===== src/rtl/multdiv_seq_pkg.sv =====
// Shared definitions for the iterative multiply/divide unit: FSM state
// encodings, the default iteration count and the most negative operand value.
package multdiv_seq_pkg;

    typedef enum logic [1:0] {
        ST_IDLE = 2'd0,
        ST_MULT = 2'd1,
        ST_DIV  = 2'd2,
        ST_DONE = 2'd3
    } state_e;

    localparam int          ITER_DEFAULT = 32;
    localparam logic [31:0] INT_MIN      = 32'h8000_0000;

endpackage


===== src/rtl/multdiv_counter.sv =====
// Step counter for the multiply/divide unit. Cleared on every start, counts
// while enabled and saturates at the terminal count so it can never wrap.
module multdiv_counter #(
    parameter int CW   = 6,
    parameter int TERM = 31
) (
    input  logic clk_i,
    input  logic rst_ni,
    input  logic clr_i,
    input  logic en_i,
    output logic tc_o
);

    logic [CW-1:0] count_q;
    logic [CW-1:0] count_d;

    assign tc_o = (count_q == CW'(TERM));

    // Next count: clear wins over enable; hold once the terminal count is reached.
    always_comb begin
        count_d = count_q;
        if (clr_i) begin
            count_d = '0;
        end else if (en_i && !tc_o) begin
            count_d = count_q + 1'b1;
        end
    end

    // Count register with synchronous active-low clear.
    always_ff @(posedge clk_i) begin
        if (!rst_ni) begin
            count_q <= '0;
        end else begin
            count_q <= count_d;
        end
    end

endmodule


===== src/rtl/multdiv_seq.sv =====
// Iterative signed multiply/divide unit. Multiply is radix-2 Booth, divide is
// non-restoring on operand magnitudes with the quotient sign applied at the end.
// A start pulse in cycle T yields a one-cycle data_resultRDY in cycle T+ITER+1.
module multdiv_seq
    import multdiv_seq_pkg::*;
#(
    parameter int WIDTH = 32,
    parameter int ITER  = ITER_DEFAULT
) (
    input  logic             clock,
    input  logic             reset,
    input  logic             ctrl_MULT,
    input  logic             ctrl_DIV,
    input  logic [WIDTH-1:0] data_operandA,
    input  logic [WIDTH-1:0] data_operandB,
    output logic             multdiv_start,
    output logic [WIDTH-1:0] data_result,
    output logic             data_exception,
    output logic             data_resultRDY
);

    state_e state_q, state_d;

    // Booth register layout: {accumulator (WIDTH+1), multiplier (WIDTH), q-1}.
    // The extra accumulator bit absorbs subtracting the most negative multiplicand.
    logic [2*WIDTH+1:0] booth_q, booth_next;
    logic [WIDTH:0]     mcand_q;
    logic [WIDTH:0]     booth_sum;
    logic [2*WIDTH-1:0] product;

    // Divide: signed partial remainder two bits wider than the magnitudes.
    logic [WIDTH+1:0]   rem_q, rem_next, rem_sh;
    logic [WIDTH-1:0]   quo_q, quo_next, dvsr_q;
    logic               neg_q, dz_q, ovf_q;

    logic [WIDTH-1:0]   result_q, result_d;
    logic               exc_q, exc_d;
    logic               busy, count_tc, finish;
    logic [WIDTH-1:0]   mag_a, mag_b;
    logic [WIDTH:0]     prod_hi;

    assign multdiv_start  = ctrl_MULT | ctrl_DIV;
    assign busy           = (state_q == ST_MULT) || (state_q == ST_DIV);
    assign finish         = busy && count_tc && !multdiv_start;
    assign data_result    = result_q;
    assign data_exception = exc_q;
    assign data_resultRDY = (state_q == ST_DONE);
    assign mag_a          = data_operandA[WIDTH-1] ? (~data_operandA + 1'b1) : data_operandA;
    assign mag_b          = data_operandB[WIDTH-1] ? (~data_operandB + 1'b1) : data_operandB;

    multdiv_counter #(
        .CW   (6),
        .TERM (ITER - 1)
    ) u_counter (
        .clk_i  (clock),
        .rst_ni (reset),
        .clr_i  (multdiv_start),
        .en_i   (busy),
        .tc_o   (count_tc)
    );

    // Next state: any start (re)launches an op, multiply taking priority.
    always_comb begin
        state_d = state_q;
        if (multdiv_start) begin
            state_d = ctrl_MULT ? ST_MULT : ST_DIV;
        end else begin
            case (state_q)
                ST_MULT, ST_DIV: if (count_tc) state_d = ST_DONE;
                ST_DONE:         state_d = ST_IDLE;
                default:         state_d = state_q;
            endcase
        end
    end

    // One Booth step: add/subtract the multiplicand, then arithmetic shift right.
    always_comb begin
        case (booth_q[1:0])
            2'b01:   booth_sum = booth_q[2*WIDTH+1:WIDTH+1] + mcand_q;
            2'b10:   booth_sum = booth_q[2*WIDTH+1:WIDTH+1] - mcand_q;
            default: booth_sum = booth_q[2*WIDTH+1:WIDTH+1];
        endcase
        booth_next = {booth_sum[WIDTH], booth_sum, booth_q[WIDTH:1]};
        product    = {booth_sum, booth_q[WIDTH:2]};
        prod_hi    = product[2*WIDTH-1:WIDTH-1];
    end

    // One non-restoring step: shift in the next dividend bit, add or subtract by remainder sign.
    always_comb begin
        rem_sh   = {rem_q[WIDTH:0], quo_q[WIDTH-1]};
        rem_next = rem_q[WIDTH+1] ? (rem_sh + {2'b00, dvsr_q}) : (rem_sh - {2'b00, dvsr_q});
        quo_next = {quo_q[WIDTH-2:0], ~rem_next[WIDTH+1]};
    end

    // Final result, captured only on the step that enters DONE.
    always_comb begin
        result_d = result_q;
        exc_d    = exc_q;
        if (finish) begin
            if (state_q == ST_MULT) begin
                result_d = product[WIDTH-1:0];
                exc_d    = !((&prod_hi) || (~|prod_hi));
            end else if (dz_q) begin
                result_d = '0;
                exc_d    = 1'b1;
            end else begin
                result_d = neg_q ? (~quo_next + 1'b1) : quo_next;
                exc_d    = ovf_q;
            end
        end
    end

    // Control and result registers.
    always_ff @(posedge clock) begin
        if (!reset) begin
            state_q  <= ST_IDLE;
            result_q <= '0;
            exc_q    <= 1'b0;
        end else begin
            state_q  <= state_d;
            result_q <= result_d;
            exc_q    <= exc_d;
        end
    end

    // Datapath: operands latched on start, then one iteration per busy cycle.
    always_ff @(posedge clock) begin
        if (!reset) begin
            booth_q <= '0;
            mcand_q <= '0;
            rem_q   <= '0;
            quo_q   <= '0;
            dvsr_q  <= '0;
            neg_q   <= 1'b0;
            dz_q    <= 1'b0;
            ovf_q   <= 1'b0;
        end else if (multdiv_start) begin
            booth_q <= {{(WIDTH+1){1'b0}}, data_operandB, 1'b0};
            mcand_q <= {data_operandA[WIDTH-1], data_operandA};
            rem_q   <= '0;
            quo_q   <= mag_a;
            dvsr_q  <= mag_b;
            neg_q   <= data_operandA[WIDTH-1] ^ data_operandB[WIDTH-1];
            dz_q    <= (data_operandB == '0);
            ovf_q   <= (data_operandA == INT_MIN) && (data_operandB == '1);
        end else if (state_q == ST_MULT) begin
            booth_q <= booth_next;
        end else if (state_q == ST_DIV) begin
            rem_q   <= rem_next;
            quo_q   <= quo_next;
        end
    end

endmodule


===== config.mk =====
export PLATFORM = sky130hd
export DESIGN_NAME = multdiv_seq
export DESIGN_NICKNAME = d
export VERILOG_FILES = /design/src/rtl/multdiv_seq_pkg.sv /design/src/rtl/multdiv_counter.sv /design/src/rtl/multdiv_seq.sv
export SDC_FILE = /design/constraint.sdc
export NUM_CORES = 1
export LEC_CHECK = 0
export CAP_MARGIN = 15
export CORE_UTILIZATION = 60
export DETAILED_ROUTE_END_ITERATION = 16
export GPL_ROUTABILITY_DRIVEN = 0
export PLACE_DENSITY = 0.8
export SYNTH_ARGS = -nofsm -noshare
export SYNTH_HDL_FRONTEND = slang
export SYNTH_SLANG_ARGS = --single-unit

===== constraint.sdc =====
create_clock -name clock -period 16.9 [get_ports clock]
set_clock_uncertainty 0.1 [all_clocks]
set_input_delay 3.38 -clock clock [delete_from_list [all_inputs] [get_ports clock]]
set_output_delay 3.38 -clock clock [all_outputs]
set_load 0.02 [all_outputs]

==> summary.md, run 1 <==
| Metric | Value |
|---|---|
| Final setup violation count | `0` |
| Post-DR vias/cell | `6.407` |
| Post-synth EDFFs | `0` |
| Number of placed I/O pins | `103` |
| Worst setup slack for register-to-register paths | `9.59 ns` |
| Global-route wire length before repair | `76310 microns` |
| Final period util | `54.24%` |
| Slowest CP cell | `clkdlybuf4s50_1` |
| Placement Rows | `61` |
| Layout cells sized above 1 | `4.723%` |
| Dpl hpwl | `34050 microns` |
| Number of buffer and inverter stages on the critical path | `5` |
| Final slew viol count | `0` |
| Number of endpoints with negative hold slack in the final report | `0` |
| Layout Nets | `2347` |
| Die area | `28950 sq um` |
| Setup Fix Bufs, Post-CTS | `0` |
| Number of register bits inferred by synthesis | `239` |
| Run status | `completed` |
| Number of buffers on the longest clock path | `3` |
| Std-Cell Core Area | `27780 sq um` |
| Required time of the critical path | `13.42 ns` |
| Max Fclk | `109.1 MHz` |
| Worst Setup End Kind | `output pin` |
| Kind of start point of the critical path | `input pin` |
| # hold bufs at CTS | `0` |
| Final Routed Wirelength | `48330 microns` |
| Power per Cell Area | `90.65 nW/um^2` |
| Number of DRC markers after the initial detailed-route iteration | `1809` |
| Max-capacitance violation count | `0` |
| # DRC | `0` |
| Max-slew headroom | `35.09%` |
| Worst Setup Path Type | `input pin to output pin` |
| Share of synthesized registers carrying an async set or reset | `0%` |
| GRT Util Overall | `32.35%` |
| Largest cells by area after synthesis | `dfxtp_1, nand2_1, ha_1, xnor2_1, mux2i_1` |
| Total global routing overflow | `0` |
| Via count of the first global-routing pass | `14810` |
| Clock buffer count from CTS | `28` |
| Number of antenna repair diodes | `0` |
| Clock tree from TritonCTS | `done` |
| Most frequently used flop master after synthesis | `dfxtp_1` |
| DR pass1 iterations | `8` |
| Clock period minus worst slack | `9.166 ns` |
| Largest fanout of any net on the critical path | `83` |
| Summed instance area of the synthesized netlist | `16970 sq um` |
| Area fraction of the dominant cell type after synthesis | `28.20%` |
| Die Width | `170.2 microns` |
| CTS H-tree depth | `1` |
| Cell taking the most area after synthesis | `dfxtp_1` |
| Measured slew at the worst slew-check pin | `0.9703 ns` |
| Post-Synthesis Net Count | `2325` |
| Floorplan die height | `170.2 microns` |
| Via total after detailed routing | `16670` |
| Area overhead of the layout relative to synthesis | `13.16%` |
| Type of the tightest min-delay check | `flop to flop` |
| Starting Density | `61.07%` |
| RSZ-0062 raised after global routing | `no` |
| Initial antenna violation count | `0` |
| Yosys warnings | `0` |
| Delay of the slowest critical-path stage | `0.71 ns` |
| Cells after synthesis | `2179` |
| Routed wire per std cell | `18.58 microns` |
| Cell at the root of the clock tree | `clkbuf_16` |
| P_leak | `7.895 nW` |
| Top cell family by delay on the critical path | `buffers and inverters` |
| Clock sink count | `239` |
| Largest net degree at the start of global routing | `105` |
| IR Drop Worst-Case VDD | `0.00008922 V` |
| Count of input and output buffers | `102` |
| Final worst hold slack | `0.3711 ns` |
| Number of distinct library cells after synthesis | `79` |
| Post-cts resize count | `0` |
| Mean instance size in the synthesized netlist | `7.786 sq um` |
| Post-route antenna net violation count | `0` |
| Arrival time of the worst setup path | `5.69 ns` |
| Sequential area share after synthesis | `28.20%` |
| Sum of negative setup slack | `0 ns` |
| Critical-path cell list | `clkdlybuf4s50_1 > nor2_4 > buf_4 > inv_2 > buf_4 > clkdlybuf4s50_1` |
| Latest clock arrival within the worst-skew pair | `0.57 ns` |
| Clock-pin slew reported for the worst setup and hold paths after clock tree synthesis | `0.06 ns` |
logic make-up after synthesis:
| family | Yosys count | synth area share [%] |
|---|---|---|
| and+or+nand+nor | 791 | 22.29 |
| AOI/OAI and AO/OA | 627 | 25.24 |
| DFF | 239 | 28.20 |
| buffers and inverters | 182 | 4.248 |
| xor gates and xnor gates | 178 | 9.189 |
| muxes | 84 | 4.985 |
| adders and majority gates | 78 | 5.841 |
path summary, 6_finish.rpt:
| check | start | end | cells past startpoint |
|---|---|---|---|
| worst max register to register | dvsr_q[2] | data_result[28] | 25 |
| worst min-delay path | ovf_q | ovf_q | 2 |
| worst min register to register | ovf_q | ovf_q | 2 |
| worst max-delay path | ctrl_DIV | multdiv_start | 6 |
cell usage in the layout (no fill, tap or decap), types with 16 or more instances in the layout:
cell type        instances
nand2b_1                40
a31oi_1                 53
dfxtp_1                239
clkdlybuf4s50_1        101
o31ai_1                 31
a21o_1                  30
a21oi_1                120
nor3_1                  48
mux2i_1                 80
nand2_1                275
a21boi_0                44
o21a_1                  19
ha_1                    74
inv_1                   54
buf_4                   18
nor4_1                  27
clkbuf_16               28
and2_1                  16
nand3_1                 36
o211ai_1                25
or3_1                   27
xor2_1                  75
o211a_1                 61
a211oi_1                29
nand4_1                 33
xnor2_1                103
o21ai_0                127
nor2_1                 198
cells in the mapped netlist (48+ instances only):
cell / instances
ha_1: 76
xor2_1: 75
inv_1: 54
nand2_1: 277
a31oi_1: 53
clkbuf_1: 101
o21ai_0: 127
mux2i_1: 80
xnor2_1: 103
nor3_1: 48
a21oi_1: 120
dfxtp_1: 239
nor2_1: 199
o211a_1: 61
stage by stage:
stage / cell area [sq um] / instances / power [mW] / util, % / setup WS (ns)
after global placement: 18100 / 2549 / 1.012 / 65.17 / 7.780
after detailed placement: 18100 / 2549 / 1.025 / 65.17 / 7.760
after global routing: 19200 / 2601 / 1.807 / 69.10 / 7.638
after CTS: 19200 / 2601 / 1.735 / 69.10 / 7.766
after floorplan: 16970 / 2179 / 0.9157 / - / 9.209
final: 19200 / 2601 / 1.740 / 69.10 / 7.734
flip-flops by register name, summed over array words and instances, names as in the netlist:
signal,count
u_counter.count_q,6
state_q,2
dvsr_q,32
mcand_q,32
data_result,32
dz_q,1
rem_q,34
booth_q,65
neg_q,1
quo_q,32
ovf_q,1
data_exception,1
worst min-delay path, delay by kind of cell, from the launching register on:
family | cells | cell delay (ns)
and+or+nand+nor | 1 | 0.05
DFF | 1 | 0.33
AOI/OAI and AO/OA | 1 | 0.06
layer usage:
metal	vias up	track usage (%)	part of all wire [%]
li1	7987	-	-
met1	7783	44.45	43
met2	768	52.48	46
met3	127	4.047	7.9
met4	0	10.22	2.8
met5	-	0	0
final cells by class:
type                       count  area (sq um)
clock buffer                  34         763.2
clock inverter                18         330.3
multi-input combinational   1758         11490
tap                          378         473.0
fill                        2247          8583
inverter                      55         206.4
timing repair buffer         119          1146
sequential                   239          4785
power breakdown:
part	leakage, nW	internal (mW)	switching, mW
clock network	0.542	0.458	0.256
registers	1.96	0.591	0.0354
logic	5.39	0.161	0.239
total	7.90	1.21	0.530
No activity file was read; power rests on OpenSTA's default activity.
==> run 2, diff against run 1 <==
==> constraint.sdc (replaced) <==
create_clock -name clock -period 8.8 [get_ports clock]
set_clock_uncertainty 0.1 [all_clocks]
set_input_delay 1.76 -clock clock [delete_from_list [all_inputs] [get_ports clock]]
set_output_delay 1.76 -clock clock [all_outputs]
set_load 0.02 [all_outputs]
==> summary.md, run 2 (synthesis results as in run 1) <==
| Metric | Value |
|---|---|
| Most common library cell in the layout ignoring fill and taps | `nand2_1` |
| DR pass1 iterations | `8 (unchanged)` |
| Logic gate share of total power | `23.4% (+0.4 points)` |
| Top cell family by delay on the critical path | `simple AND/OR/NAND/NOR gates` |
| Clock period minus worst slack | `6.663 ns` |
| IR Drop Worst-Case VDD | `0.0001631 V (+83%)` |
| Largest regs | `booth_q x65, rem_q x34` |
| Worst Setup End Kind | `flop` |
| Kind of start point of the critical path | `flop` |
| CTS H-tree depth | `1 (unchanged)` |
| Die Width | `170.2 microns (unchanged)` |
| Largest net degree at the start of global routing | `104 (-0.95%)` |
| Std-Cell Core Area | `27780 sq um (unchanged)` |
| Via total after detailed routing | `16700 (+0.19%)` |
| Max-slew headroom | `25.80% (-9.3 points)` |
| Number of flip-flops under the largest register name | `65 (unchanged)` |
| Measured slew at the worst slew-check pin | `1.110 ns (+0.1393 ns)` |
| Run status | `completed` |
| Clock power share | `39.8% (-1.2 points)` |
| Layout cells sized above 1 | `4.595% (-0.13 points)` |
| Post-DR vias/cell | `6.427 (+0.31%)` |
| Number of antenna repair diodes | `0 (unchanged)` |
| Worst reg2reg path depth | `25 (unchanged)` |
| Number of buffer and inverter stages on the critical path | `1 (-4)` |
| Arrival time of the worst setup path | `6.99 ns (+1.30 ns)` |
| # hold bufs at CTS | `0 (unchanged)` |
| # DRC | `0 (unchanged)` |
| Max-capacitance violation count | `0 (unchanged)` |
| Global-route wire length before repair | `76160 microns (-0.20%)` |
| Top register by number of flip-flops | `booth_q` |
| Sum of negative setup slack | `0 ns (unchanged)` |
| Fill cells | `2356 (+4.9%)` |
| Largest fanout of any net on the critical path | `7 (-92%)` |
| Layout Nets | `2345 (-0.085%)` |
| Final Routed Wirelength | `47740 microns (-1.2%)` |
| Post-cts resize count | `0 (unchanged)` |
| Highest-count cells in the layout ignoring fill and taps | `nand2_1, dfxtp_1, nor2_1, o21ai_0, a21oi_1` |
| Die area | `28950 sq um (unchanged)` |
| Count of input and output buffers | `102 (unchanged)` |
| Required time of the critical path | `9.13 ns (-4.29 ns)` |
| Delay of the slowest critical-path stage | `0.63 ns (-0.08 ns)` |
| Number of gates on the worst path with buffers counted | `25 (+19)` |
| Slowest CP cell | `nor4b_1` |
| Routed wire per std cell | `18.37 microns (-1.1%)` |
| Final setup violation count | `0 (unchanged)` |
| Total global routing overflow | `0 (unchanged)` |
| Post-route antenna net violation count | `0 (unchanged)` |
| Via count of the first global-routing pass | `14880 (+0.44%)` |
| RSZ-0062 raised after global routing | `no` |
| Cell at the root of the clock tree | `clkbuf_16` |
| Placement Rows | `61 (unchanged)` |
| Number of DRC markers after the initial detailed-route iteration | `1649 (-8.8%)` |
| Sequential standard cell area | `4785 sq um (unchanged)` |
| Cells on Worst Hold Path | `2 (unchanged)` |
| Starting Density | `61.07% (unchanged)` |
| Clock tree from TritonCTS | `done` |
| Area overhead of the layout relative to synthesis | `12.74%` |
| Initial antenna violation count | `0 (unchanged)` |
| Area post-placement | `18100 sq um (about the same)` |
| Worst Setup Path Type | `flop to flop` |
| Type of the tightest min-delay check | `flop to flop` |
| Floorplan die height | `170.2 microns (unchanged)` |
| Clock buffer count from CTS | `27 (-3.6%)` |
| Final slew viol count | `0 (unchanged)` |
| Number of endpoints with negative hold slack in the final report | `0 (unchanged)` |
| GRT Util Overall | `32.27% (-0.079 points)` |
| Max Fclk | `150.1 MHz` |
| Clock sink count | `239 (unchanged)` |
| Latest clock arrival within the worst-skew pair | `0.55 ns (-0.02 ns)` |
| Power per Cell Area | `170.7 nW/um^2 (+88%)` |
| Clock-pin slew reported for the worst setup and hold paths after clock tree synthesis | `0.06 ns (about the same)` |
| Number of placed I/O pins | `103 (unchanged)` |
| Dpl hpwl | `34670 microns (+1.8%)` |
| Footprint of the multi-input gates | `11490 sq um (unchanged)` |
| Internal power | `2.253 mW (+86%)` |
| Switching pwr | `1.012 mW (+91%)` |
| Cell area after layout | `19130 sq um (-0.37%)` |
| Net switching fraction of the power | `31.00% (+0.55 points)` |
| P_leak | `7.854 nW (-0.51%)` |
| Number of buffers on the longest clock path | `3 (unchanged)` |
| Sequential Power Share | `36.8% (+0.8 points)` |
| Final period util | `75.71%` |
| Setup Fix Bufs, Post-CTS | `0 (unchanged)` |
[run 2: changes by cell type in the layout (fill, tap and decap cells not counted), sizes merged]
cell	delta
clkbuf	-1
buf	-1
clkinvlp	+1
bufinv	-2
inv	+3
clkinv	-3
[run 2: final timing paths]
kind,end,start,slack (ns)
worst max-delay path,data_result[24],dvsr_q[2],2.14
worst max register to register,data_result[24],dvsr_q[2],2.14
worst min-delay path,ovf_q,ovf_q,0.36
worst min register to register,ovf_q,ovf_q,0.36
[run 2: layer usage]
layer,part of all wire (%),up-vias,global-route usage [%]
li1,-,7969,-
met1,44,7957,44.44
met2,46,669,52.80
met3,7.4,102,3.581
met4,2.9,0,9.714
met5,0,-,0
[run 2: cell type report]
cell class | count | share of cell area (%)
clock buffer | 33 | 3.859
clock inverter | 17 | 1.531
inverter | 55 | 1.079
multi-input combinational | 1758 | 60.09
sequential | 239 | 25.01
tap | 378 | 2.473
timing repair buffer | 118 | 5.952
[run 2: per-stage QoR]
step	power [mW]	hold slack [ns]	setup slack, ns	util, %	cells
after floorplan	1.759	0.3265	3.077	-	2179
after global placement	1.945	0.3424	2.422	65.14	2548
after detailed placement	1.966	0.3450	2.256	65.14	2548
after CTS	3.259	0.3593	2.210	68.85	2598
after global routing	3.398	0.3827	1.627	68.85	2598
final	3.266	0.3636	2.137	68.85	2598
[run 2: power by group through the flow]
stage	clock, mW	sequential [mW]	combinational, mW
finish	1.30	1.20	0.763
global route	1.36	1.21	0.835
CTS	1.31	1.20	0.748
detailed placement	0	1.22	0.742
global placement	0	1.22	0.724
floorplan	0	1.20	0.557
[run 2: tightest hold or removal path, cell delays in order (launching register included)]
cell	delay, ns
dfxtp_1	0.32
nand2_1	0.05
o21ai_0	0.06
